$ cat src/rtl/rvcpu_pkg.sv
// Shared RV64 pipeline definitions: opcodes, load/store funct3 encodings, MEM-stage state.
package rvcpu_pkg;

    localparam logic [6:0] OPC_LOAD      = 7'b0000011;
    localparam logic [6:0] OPC_STORE     = 7'b0100011;
    localparam logic [6:0] OPC_OP        = 7'b0110011;
    localparam logic [6:0] OPC_OP_IMM    = 7'b0010011;
    localparam logic [6:0] OPC_OP_32     = 7'b0111011;
    localparam logic [6:0] OPC_OP_IMM_32 = 7'b0011011;
    localparam logic [6:0] OPC_LUI       = 7'b0110111;
    localparam logic [6:0] OPC_AUIPC     = 7'b0010111;
    localparam logic [6:0] OPC_JAL       = 7'b1101111;
    localparam logic [6:0] OPC_JALR      = 7'b1100111;

    localparam logic [2:0] F3_LB  = 3'b000;
    localparam logic [2:0] F3_LH  = 3'b001;
    localparam logic [2:0] F3_LW  = 3'b010;
    localparam logic [2:0] F3_LD  = 3'b011;
    localparam logic [2:0] F3_LBU = 3'b100;
    localparam logic [2:0] F3_LHU = 3'b101;
    localparam logic [2:0] F3_LWU = 3'b110;
    localparam logic [2:0] F3_SB  = 3'b000;
    localparam logic [2:0] F3_SH  = 3'b001;
    localparam logic [2:0] F3_SW  = 3'b010;
    localparam logic [2:0] F3_SD  = 3'b011;

    typedef enum logic {
        MEM_IDLE = 1'b0,
        MEM_BUSY = 1'b1
    } mem_state_t;

    function automatic logic writes_rd(input logic [6:0] opc);
        case (opc)
            OPC_OP, OPC_OP_IMM, OPC_OP_32, OPC_OP_IMM_32,
            OPC_LUI, OPC_AUIPC, OPC_JAL, OPC_JALR: return 1'b1;
            default:                               return 1'b0;
        endcase
    endfunction

    function automatic logic legal_mem(input logic [6:0] opc, input logic [2:0] f3);
        logic ok;
        ok = 1'b0;
        if (opc == OPC_LOAD) begin
            case (f3)
                F3_LB, F3_LH, F3_LW, F3_LD, F3_LBU, F3_LHU, F3_LWU: ok = 1'b1;
                default:                                            ok = 1'b0;
            endcase
        end else if (opc == OPC_STORE) begin
            case (f3)
                F3_SB, F3_SH, F3_SW, F3_SD: ok = 1'b1;
                default:                    ok = 1'b0;
            endcase
        end
        return ok;
    endfunction

endpackage

$ cat src/rtl/mem_data_align.sv
// Byte-lane steering for the MEM stage: store strobes/data, load extraction/extension.
// MEM_MISALIGN_TRAP_EN enables the misalignment flag; otherwise it is tied low.
module mem_data_align
    import rvcpu_pkg::*;
(
    input  logic [2:0]  i_addr_lo,
    input  logic [1:0]  i_size,
    input  logic [63:0] i_store_data,
    output logic [2:0]  o_addr_lo_aligned,
    output logic [7:0]  o_wstrb,
    output logic [63:0] o_wdata,
    output logic        o_misalign,
    input  logic [2:0]  i_ld_off,
    input  logic [1:0]  i_ld_size,
    input  logic        i_ld_unsigned,
    input  logic [63:0] i_rdata,
    output logic [63:0] o_ld_data
);

    logic [2:0]  w_lo_mask;
    logic [7:0]  w_size_mask;
    logic [63:0] w_shifted;

    always_comb begin
        w_lo_mask   = 3'b111;
        w_size_mask = 8'h01;
        case (i_size)
            2'd0: begin w_lo_mask = 3'b111; w_size_mask = 8'h01; end
            2'd1: begin w_lo_mask = 3'b110; w_size_mask = 8'h03; end
            2'd2: begin w_lo_mask = 3'b100; w_size_mask = 8'h0F; end
            default: begin w_lo_mask = 3'b000; w_size_mask = 8'hFF; end
        endcase
    end

    // Low bits below the access size are dropped, so accesses align downward.
    assign o_addr_lo_aligned = i_addr_lo & w_lo_mask;
    assign o_wstrb           = w_size_mask << o_addr_lo_aligned;
    assign o_wdata           = i_store_data << {o_addr_lo_aligned, 3'b000};

`ifdef MEM_MISALIGN_TRAP_EN
    assign o_misalign = |(i_addr_lo & ~w_lo_mask);
`else
    assign o_misalign = 1'b0;
`endif

    assign w_shifted = i_rdata >> {i_ld_off, 3'b000};

    always_comb begin
        o_ld_data = w_shifted;
        case (i_ld_size)
            2'd0: o_ld_data = i_ld_unsigned ? {56'd0, w_shifted[7:0]}
                                            : {{56{w_shifted[7]}}, w_shifted[7:0]};
            2'd1: o_ld_data = i_ld_unsigned ? {48'd0, w_shifted[15:0]}
                                            : {{48{w_shifted[15]}}, w_shifted[15:0]};
            2'd2: o_ld_data = i_ld_unsigned ? {32'd0, w_shifted[31:0]}
                                            : {{32{w_shifted[31]}}, w_shifted[31:0]};
            default: o_ld_data = w_shifted;
        endcase
    end

endmodule

$ cat src/rtl/pipeline_mem_stage.sv
// RV64 memory-access stage: single-outstanding dmem port, timeout abort, registered WB result.
// Build option MEM_MISALIGN_TRAP_EN (in mem_data_align) traps misaligned loads/stores.
//   state | meaning
//   IDLE  | accept from EX; non-memory ops and traps complete in one cycle
//   BUSY  | request outstanding; waits for dmem_ready or timeout
module pipeline_mem_stage
    import rvcpu_pkg::*;
#(
    parameter int DMEM_TIMEOUT = 255
) (
    input  logic        clk,
    input  logic        reset,
    input  logic        valid_MEM,
    input  logic [63:0] alu_result_MEM,
    input  logic [63:0] store_data_MEM,
    input  logic [4:0]  rd_MEM,
    input  logic [6:0]  opcode_MEM,
    input  logic [2:0]  funct3_MEM,
    input  logic [63:0] pc_MEM,
    output logic        stall_MEM,
    output logic        dmem_req,
    output logic        dmem_we,
    output logic [63:0] dmem_addr,
    output logic [63:0] dmem_wdata,
    output logic [7:0]  dmem_wstrb,
    input  logic        dmem_ready,
    input  logic [63:0] dmem_rdata,
    output logic        valid_WB,
    output logic [63:0] result_WB,
    output logic [4:0]  rd_WB,
    output logic        reg_write_WB,
    output logic [63:0] pc_WB,
    output logic        bus_err_WB,
    output logic        misalign_WB
);

    localparam int TW = (DMEM_TIMEOUT < 1) ? 1 : $clog2(DMEM_TIMEOUT + 1);

    mem_state_t    r_state, w_state_nxt;
    logic [TW-1:0] r_cnt;
    logic [60:0]   r_addr_hi;
    logic [2:0]    r_off;
    logic [1:0]    r_size;
    logic          r_unsigned, r_we;
    logic [7:0]    r_wstrb;
    logic [63:0]   r_wdata, r_pc;
    logic [4:0]    r_rd;

    logic          w_is_store, w_legal, w_misalign, w_memop, w_trap;
    logic          w_accept, w_pass, w_timeout, w_done;
    logic [2:0]    w_off_al;
    logic [7:0]    w_wstrb;
    logic [63:0]   w_wdata, w_ld_data;

    assign w_is_store = (opcode_MEM == OPC_STORE);
    assign w_legal    = legal_mem(opcode_MEM, funct3_MEM);
    assign w_memop    = valid_MEM && w_legal && !w_misalign;
    assign w_trap     = valid_MEM && w_legal && w_misalign;
    assign w_accept   = (r_state == MEM_IDLE) && w_memop;
    assign w_pass     = (r_state == MEM_IDLE) && valid_MEM && !w_memop;
    assign w_timeout  = (r_state == MEM_BUSY) && (r_cnt == TW'(DMEM_TIMEOUT));
    assign w_done     = (r_state == MEM_BUSY) && dmem_ready && !w_timeout;

    mem_data_align u_align (
        .i_addr_lo         (alu_result_MEM[2:0]),
        .i_size            (funct3_MEM[1:0]),
        .i_store_data      (store_data_MEM),
        .o_addr_lo_aligned (w_off_al),
        .o_wstrb           (w_wstrb),
        .o_wdata           (w_wdata),
        .o_misalign        (w_misalign),
        .i_ld_off          (r_off),
        .i_ld_size         (r_size),
        .i_ld_unsigned     (r_unsigned),
        .i_rdata           (dmem_rdata),
        .o_ld_data         (w_ld_data)
    );

    always_ff @(posedge clk or negedge reset) begin
        if (!reset) r_state <= MEM_IDLE;
        else        r_state <= w_state_nxt;
    end

    always_comb begin
        w_state_nxt = r_state;
        case (r_state)
            MEM_IDLE: if (w_memop) w_state_nxt = MEM_BUSY;
            MEM_BUSY: if (dmem_ready || w_timeout) w_state_nxt = MEM_IDLE;
            default:  w_state_nxt = MEM_IDLE;
        endcase
    end

    always_comb begin
        dmem_req  = (r_state == MEM_BUSY) && !w_timeout;
        stall_MEM = ((r_state == MEM_IDLE) && w_memop) ||
                    ((r_state == MEM_BUSY) && !dmem_ready && !w_timeout);
    end

    always_ff @(posedge clk or negedge reset) begin
        if (!reset) begin
            r_addr_hi  <= '0;
            r_off      <= '0;
            r_size     <= '0;
            r_unsigned <= 1'b0;
            r_we       <= 1'b0;
            r_wstrb    <= '0;
            r_wdata    <= '0;
            r_rd       <= '0;
            r_pc       <= '0;
        end else if (w_accept) begin
            r_addr_hi  <= alu_result_MEM[63:3];
            r_off      <= w_off_al;
            r_size     <= funct3_MEM[1:0];
            r_unsigned <= funct3_MEM[2];
            r_we       <= w_is_store;
            r_wstrb    <= w_is_store ? w_wstrb : 8'h00;
            r_wdata    <= w_is_store ? w_wdata : 64'd0;
            r_rd       <= rd_MEM;
            r_pc       <= pc_MEM;
        end
    end

    always_ff @(posedge clk or negedge reset) begin
        if (!reset)
            r_cnt <= '0;
        else if (w_accept)
            r_cnt <= '0;
        else if ((r_state == MEM_BUSY) && !dmem_ready && !w_timeout)
            r_cnt <= r_cnt + 1'b1;
    end

    assign dmem_addr  = {r_addr_hi, 3'b000};
    assign dmem_we    = r_we;
    assign dmem_wstrb = r_wstrb;
    assign dmem_wdata = r_wdata;

    always_ff @(posedge clk or negedge reset) begin
        if (!reset) begin
            valid_WB     <= 1'b0;
            result_WB    <= '0;
            rd_WB        <= '0;
            reg_write_WB <= 1'b0;
            pc_WB        <= '0;
            bus_err_WB   <= 1'b0;
            misalign_WB  <= 1'b0;
        end else begin
            valid_WB <= 1'b0;
            if (w_pass) begin
                valid_WB     <= 1'b1;
                result_WB    <= alu_result_MEM;
                rd_WB        <= rd_MEM;
                reg_write_WB <= writes_rd(opcode_MEM) && (rd_MEM != 5'd0);
                pc_WB        <= pc_MEM;
                bus_err_WB   <= 1'b0;
                misalign_WB  <= w_trap;
            end else if (w_done) begin
                valid_WB     <= 1'b1;
                result_WB    <= r_we ? 64'd0 : w_ld_data;
                rd_WB        <= r_rd;
                reg_write_WB <= !r_we && (r_rd != 5'd0);
                pc_WB        <= r_pc;
                bus_err_WB   <= 1'b0;
                misalign_WB  <= 1'b0;
            end else if (w_timeout) begin
                valid_WB     <= 1'b1;
                result_WB    <= 64'd0;
                rd_WB        <= r_rd;
                reg_write_WB <= 1'b0;
                pc_WB        <= r_pc;
                bus_err_WB   <= 1'b1;
                misalign_WB  <= 1'b0;
            end
        end
    end

endmodule
$ cat config.mk
export PLATFORM = sky130hd
export DESIGN_NAME = pipeline_mem_stage
export DESIGN_NICKNAME = d
export VERILOG_FILES = /design/src/rtl/rvcpu_pkg.sv /design/src/rtl/mem_data_align.sv /design/src/rtl/pipeline_mem_stage.sv
export SDC_FILE = /design/constraint.sdc
export NUM_CORES = 1
export LEC_CHECK = 0
export BUFFER_PORTS_ARGS = -buffer_cell sky130_fd_sc_hd__buf_4
export CORE_AREA = 3 3 216 218
export CTS_BUF_LIST = sky130_fd_sc_hd__clkbuf_16
export CTS_CLUSTER_DIAMETER = 100
export CTS_CLUSTER_SIZE = 10
export DETAILED_ROUTE_END_ITERATION = 8
export DIE_AREA = 0 0 219 221
export PLACE_DENSITY = 0.64
export SLEW_MARGIN = 10
export SYNTH_ARGS = -nofsm -noshare
export SYNTH_HDL_FRONTEND = slang
export SYNTH_SLANG_ARGS = --single-unit
$ cat constraint.sdc
create_clock -name clk -period 4.4 [get_ports clk]
set_clock_uncertainty 0.05 [all_clocks]
set_input_delay 0.88 -clock clk [delete_from_list [all_inputs] [get_ports clk]]
set_output_delay 0.88 -clock clk [all_outputs]
set_load 0.1 [all_outputs]
# ---- Word level (Yosys, flattened, before mapping)
# Index checks and enable logic that the tools add are counted.
dict set report word_totals {
  register_bits 355
  output_inout_bits 276
}
dict set report op_classes {
  n_addsub 1
  eq_ne 21
  n_shift 3
  mux 40
  bitwise 2
  n_reduce_logical 28
}
# cell count
set ops {}
lappend ops {{$mux W64} 11}
lappend ops {{$pmux W64 S3} 1}
lappend ops {{$shl A64 B6 Y64} 1}
lappend ops {{$shr A64 B6 Y64} 1}
lappend ops {{$eq A7 B6 Y1 const B} 4}
lappend ops {{$mux W8} 3}
lappend ops {{$pmux W8 S3} 1}
lappend ops {{$eq A7 B5 Y1 const B} 3}
lappend ops {{$mux W1} 19}
lappend ops {{$mux W5} 3}
lappend ops {{$eq A7 B7 Y1 const B} 2}
lappend ops {{$logic_and A1 B1 Y1} 12}
lappend ops {{$reduce_bool A5 Y1} 2}
lappend ops {{$eq A3 B3 Y1 const B} 3}
lappend ops {{$pmux W3 S3} 1}
lappend ops {{$add A8 B1 Y8 const B} 1}
lappend ops {{$eq A8 B8 Y1 const B} 1}
lappend ops {{$reduce_or A8 Y1} 1}
lappend ops {{$shl A8 B3 Y8} 1}
lappend ops {{$eq A7 B2 Y1 const B} 1}
lappend ops {{$reduce_or A7 Y1} 1}
lappend ops {{$eq A3 B2 Y1 const B} 2}
lappend ops {{$eq A2 B1 Y1 const B} 2}
lappend ops {{$eq A2 B2 Y1 const B} 2}
lappend ops {{11 further kinds} 16}

# ---- Longest topological paths before layout
dict set report logic_depth {
  ltp_word 11
  depth_mapped 9
}

# ---- By module
# A second synthesis with hierarchy kept.
dict set report hier_totals {
  hier_cells 1648
  area_unflattened_um2 19515.0
}
# module instances cells_per_inst area_each_um2 seq_area_each_um2
set modules_own_cells {}
lappend modules_own_cells {pipeline_mem_stage 1 1128 15359.7 8883.5}
lappend modules_own_cells {mem_data_align 1 520 4155.2 0.0}

# ---- Worst setup path after synthesis
# OpenSTA, ideal clock, no wires.
dict set report synth_timing {
  path_kind {input-to-output}
  from {input port opcode_MEM[2]}
  to {output port stall_MEM}
  arrival_ps 2720
  path_slack_ps 750
  stages 7
  path_cell_list {nor4_2 > and2_1 > clkbuf_1 > nand3_1 > clkbuf_1 > clkbuf_1 > nand2_1}
}
dict set report synth_via {
  elab_chain_cells 6
  elab_cells_between_ends 7
  classes_between {eq/ne: 2; mux: 2; reduce/logical: 3}
}
# item line_no
set synth_rtl {}
lappend synth_rtl {{start, declared} pipeline_mem_stage.sv:17} ;# input logic [6:0] opcode_MEM,
lappend synth_rtl {{$eq A7 B6 Y1} rvcpu_pkg.sv:48} ;# end else if (opc == OPC_STORE) begin
lappend synth_rtl {{$mux W1} rvcpu_pkg.sv:48}
lappend synth_rtl {{$mux W1 *} rvcpu_pkg.sv:43} ;# if (opc == OPC_LOAD) begin
lappend synth_rtl {{$logic_and A1 B1 Y1 *} -}
lappend synth_rtl {{$logic_and A1 B1 Y1 *} pipeline_mem_stage.sv:95} ;# stall_MEM = ((r_state == MEM_IDLE) && w_memop) ||
lappend synth_rtl {{$logic_or A1 B1 Y1 *} pipeline_mem_stage.sv:95}
lappend synth_rtl {{end, declared} pipeline_mem_stage.sv:20} ;# output logic stall_MEM,
# Every way passes the cells marked *; elsewhere a longest branch is shown, timed or not.

# ---- Worst setup path after layout
dict set report layout_timing {
  from {register r_cnt[0]}
  to {register result_WB[7]}
}
dict set report layout_via {
  elab_chain_cells 6
  elab_cells_between_ends 7
  classes_between {eq/ne: 1; mux: 2; reduce/logical: 4}
}
# item line_no
set layout_rtl {}
lappend layout_rtl {{start, declared} pipeline_mem_stage.sv:40} ;# logic [TW-1:0] r_cnt;
lappend layout_rtl {{start signal, assigned} pipeline_mem_stage.sv:129} ;# r_cnt <= r_cnt + 1'b1;
lappend layout_rtl {{$eq A8 B8 Y1 *} pipeline_mem_stage.sv:61} ;# assign w_timeout = (r_state == MEM_BUSY) && (r_cnt == TW'(DMEM_TIMEOUT));
lappend layout_rtl {{$logic_and A1 B1 Y1 *} pipeline_mem_stage.sv:61}
lappend layout_rtl {{$logic_not A1 Y1} pipeline_mem_stage.sv:62} ;# assign w_done = (r_state == MEM_BUSY) && dmem_ready && !w_timeout;
lappend layout_rtl {{$logic_and A1 B1 Y1} pipeline_mem_stage.sv:62}
lappend layout_rtl {{$mux W64} pipeline_mem_stage.sv:156} ;# end else if (w_done) begin
lappend layout_rtl {{$mux W64} pipeline_mem_stage.sv:148} ;# if (w_pass) begin
lappend layout_rtl {{end signal, assigned} pipeline_mem_stage.sv:150} ;# result_WB <= alu_result_MEM;
lappend layout_rtl {{end signal, assigned} pipeline_mem_stage.sv:158} ;# result_WB <= r_we ? 64'd0 : w_ld_data;
lappend layout_rtl {{end, declared} pipeline_mem_stage.sv:29} ;# output logic [63:0] result_WB,
# Marks and branches as above.
# A chain may end at the register's enable or synchronous reset.

==> flow_metrics.tcl <==
set metrics [dict create \
    leakage_nw 11.7 \
    postCtsResizedCells 0 \
    arrival_ps 3740 \
    ys_ff_latch 354 \
    clock_power_share_pct 29.8 \
    switching_share_pct 39.7 \
    clk_latency_ps 570 \
    dpl.cell_count 2882 \
    setup_viol 0 \
    min_path_type "in2async" \
    p_seq_share_pct 37.6 \
    cts_sinks 354 \
    ant_nets 0 \
    ios 551 \
    drt-met1-wl_um 26900 \
    end_kind "flip-flop" \
    rows 78 \
    slew_viol_final 0 \
    synthTopCellsByCount "nand2_1 (617), dfrtp_1 (354), o21ai_0 (163)" \
    track_usage_pct 26.3 \
    internal_power_mw 5.99 \
    cts_max_path_buffers 3 \
    slew_headroom_pct 26.9 \
    grt-ovfl-total 0 \
    worst_setup_path_start_kind "flip-flop" \
    fin_tns_setup_ps 0 \
    numCtsBuffers 41 \
    r2r-start "r_cnt[0]" \
    cts-root-buf "clkbuf_16" \
    hold_viol_final 0 \
    synth_top_area_cell "dfrtp_1" \
    synthCells 1850 \
    synth_cell_types 59 \
    num_vias 16100 \
    power_mw 9.94 \
    critPathMaxFanout 48 \
    hold_buffers 0 \
    design.die.area_um2 48400 \
    synth_edf_count 0 \
    top_layer "met5" \
    syn_to_final_growth_pct 31.6 \
    antenna_found_initial 5 \
    clk_pin_slew_worst_paths_ps 50 \
    finish.instance_area_um2 23500 \
    synth_mux_area_share_pct 15.4 \
    min_period_ps 3310 \
    power.density_nw_per_um2 423 \
    core-area_um2 45100 \
    firstDrtPassIters 6 \
    r2r_setup_slack_ps 1090 \
    status "complete, no violations" \
    synthSimpleGateAreaFrac_pct 15.5 \
    comb_power_share_pct 32.6 \
    vdd_drop_max_v 0.000247 \
    synth_fa_ha_area_share_pct 0.0701 \
    synth-seq-area-share_pct 49.6 \
    wl_met2_um 30400 \
    numPortBuffers 546 \
    yosys-top-cells-area "dfrtp_1 (50%), nand2_1 (13%), mux2i_1 (8.3%), mux4_2 (6.1%), o21ai_0 (4.6%)" \
    syn_area_um2 17900 \
    ys_async_sr_fraction_pct 100 \
    p_sw_mw 3.95 \
    synth-main-ff-cell "dfrtp_1" \
    place_area_um2 22400 \
    fmax_ghz 0.302 \
    fin_crit_sh_pct 75.2 \
    final_cells 2930 \
    vias_per_cell 5.48 \
    cts_tree "yes" \
    die_y_um 221 \
    grt_pass1_vias 15900 \
    post-cts-setup-buffers 0 \
    synth-compound-area-share_pct 14.8 \
    drc 0 \
    yosys_warnings 0 \
    gp_congestion 0.922 \
    rsz0062_at_grt "no" \
    met3_length_um 5770 \
    nNetsFinal 2601 \
    worstMarginPinSlew_ps 1100 \
    yosys.cell_count.top_type "nand2_1" \
    critical_path_required_ps 4830 \
    drt-total-wl_um 65400 \
    path_class "reg2reg" \
    timing.rr.end "result_WB[7]" \
    layout-drive-gt1-share_pct 30.1 \
    synth_top_area_share_pct 49.6 \
    synthXorXnorAreaFrac_pct 0.294 \
    grt_first_pass_wirelength_um 98700 \
    wl_per_cell_um 22.3 \
    syn_avg_cell_area_um2 9.65 \
    drt_iter0_markers 1579 \
    die_w_um 219 \
    drv_cap 0 \
    hpwl_um 47600 \
    htreeDepth 2 \
    reg2regPathDepth 6 \
    grt_max_degree 214 \
    synth_top_family_by_area "simple AND/OR/NAND/NOR gates" \
    start_util_pct 39.6 \
]
## critical path, cell delays in order, from the launching register on
cell      delay [ps]
dfrtp_1          410
ha_1             250
nand3_1          170
o21ai_0          200
or3_2            930
a211oi_1        1000
a221o_1          210
## state kept, by name, indices dropped and copies added, names as in the netlist
signal / cells
r_unsigned: 1
dmem_wdata: 64
r_state: 1
rd_WB: 5
pc_WB: 64
valid_WB: 1
bus_err_WB: 1
r_pc: 64
r_size: 2
r_addr_hi: 61
r_rd: 5
r_cnt: 8
reg_write_WB: 1
result_WB: 64
dmem_we: 1
dmem_wstrb: 8
r_off: 3
## cell usage in the layout (no fill, tap or decap), drive strengths merged, types with 8 or more instances in the layout
master	Yosys	routed
nor2	31	31
mux4	48	48
a221oi	9	9
o31ai	25	25
a22o	27	27
mux2i	149	149
a32oi	9	9
mux2	15	15
buf	77	577
inv	17	20
dfrtp	354	354
nand2	617	617
and2	8	8
o21ai	171	171
a2bb2oi	11	11
o2bb2ai	9	9
clkbuf	71	41
a221o	15	15
a31oi	22	22
a22oi	46	46
a21oi	49	49
## worst max-delay path by stage
stage	start	endpoint	slack [ps]	cells past startpoint
finish	r_cnt[0]	result_WB[7]	1090	6
global route	r_off[2]	result_WB[44]	900	5
CTS	r_cnt[0]	result_WB[7]	1120	6
detailed placement	dmem_ready	result_WB[7]	1070	5
global placement	dmem_ready	result_WB[7]	1100	5
floorplan	opcode_MEM[2]	stall_MEM	750	7
## metrics by stage
step	hold slack [ps]	setup slack (ps)	util, %
floorplan	388	750	-
CTS	323	1120	52.1
finish	310	1090	52.1
detailed placement	405	1070	49.8
global route	344	898	52.1
global placement	398	1100	49.7
## power groups by stage
stage	clock network [mW]	logic (mW)	registers, mW
2_1_floorplan	0	0.749	5.28
3_3_place_gp	0	3.21	3.78
3_5_place_dp	0	3.24	3.79
4_1_cts	3.04	3.24	3.73
5_1_grt	3.17	3.39	3.77
6_report	2.97	3.24	3.73
## layer usage
layer	global-route usage, %	vias to the layer above
met2	40.9	719
met5	0	-
li1	-	7390
met1	35.9	7836
met3	6.72	113
met4	8.89	2
## layout make-up
type / count / area (µm²)
Fill cell: 4176 / 21600
Tap cell: 600 / 751
Timing Repair Buffer: 577 / 4460
Antenna cell: 3 / 7.51
Multi-Input combinational cell: 1333 / 8300
Clock buffer: 41 / 1030
Clock inverter: 4 / 30.0
Sequential cell: 354 / 8860
Inverter: 18 / 67.6
## kinds of logic after synthesis
group | Yosys count
other cells | 1
xor+xnor | 6
flops | 354
mux | 212
fa+ha+maj | 1
compound gates | 410
buf+inv | 166
simple gates | 700
Note: power is estimated with default switching activity, not from simulation.
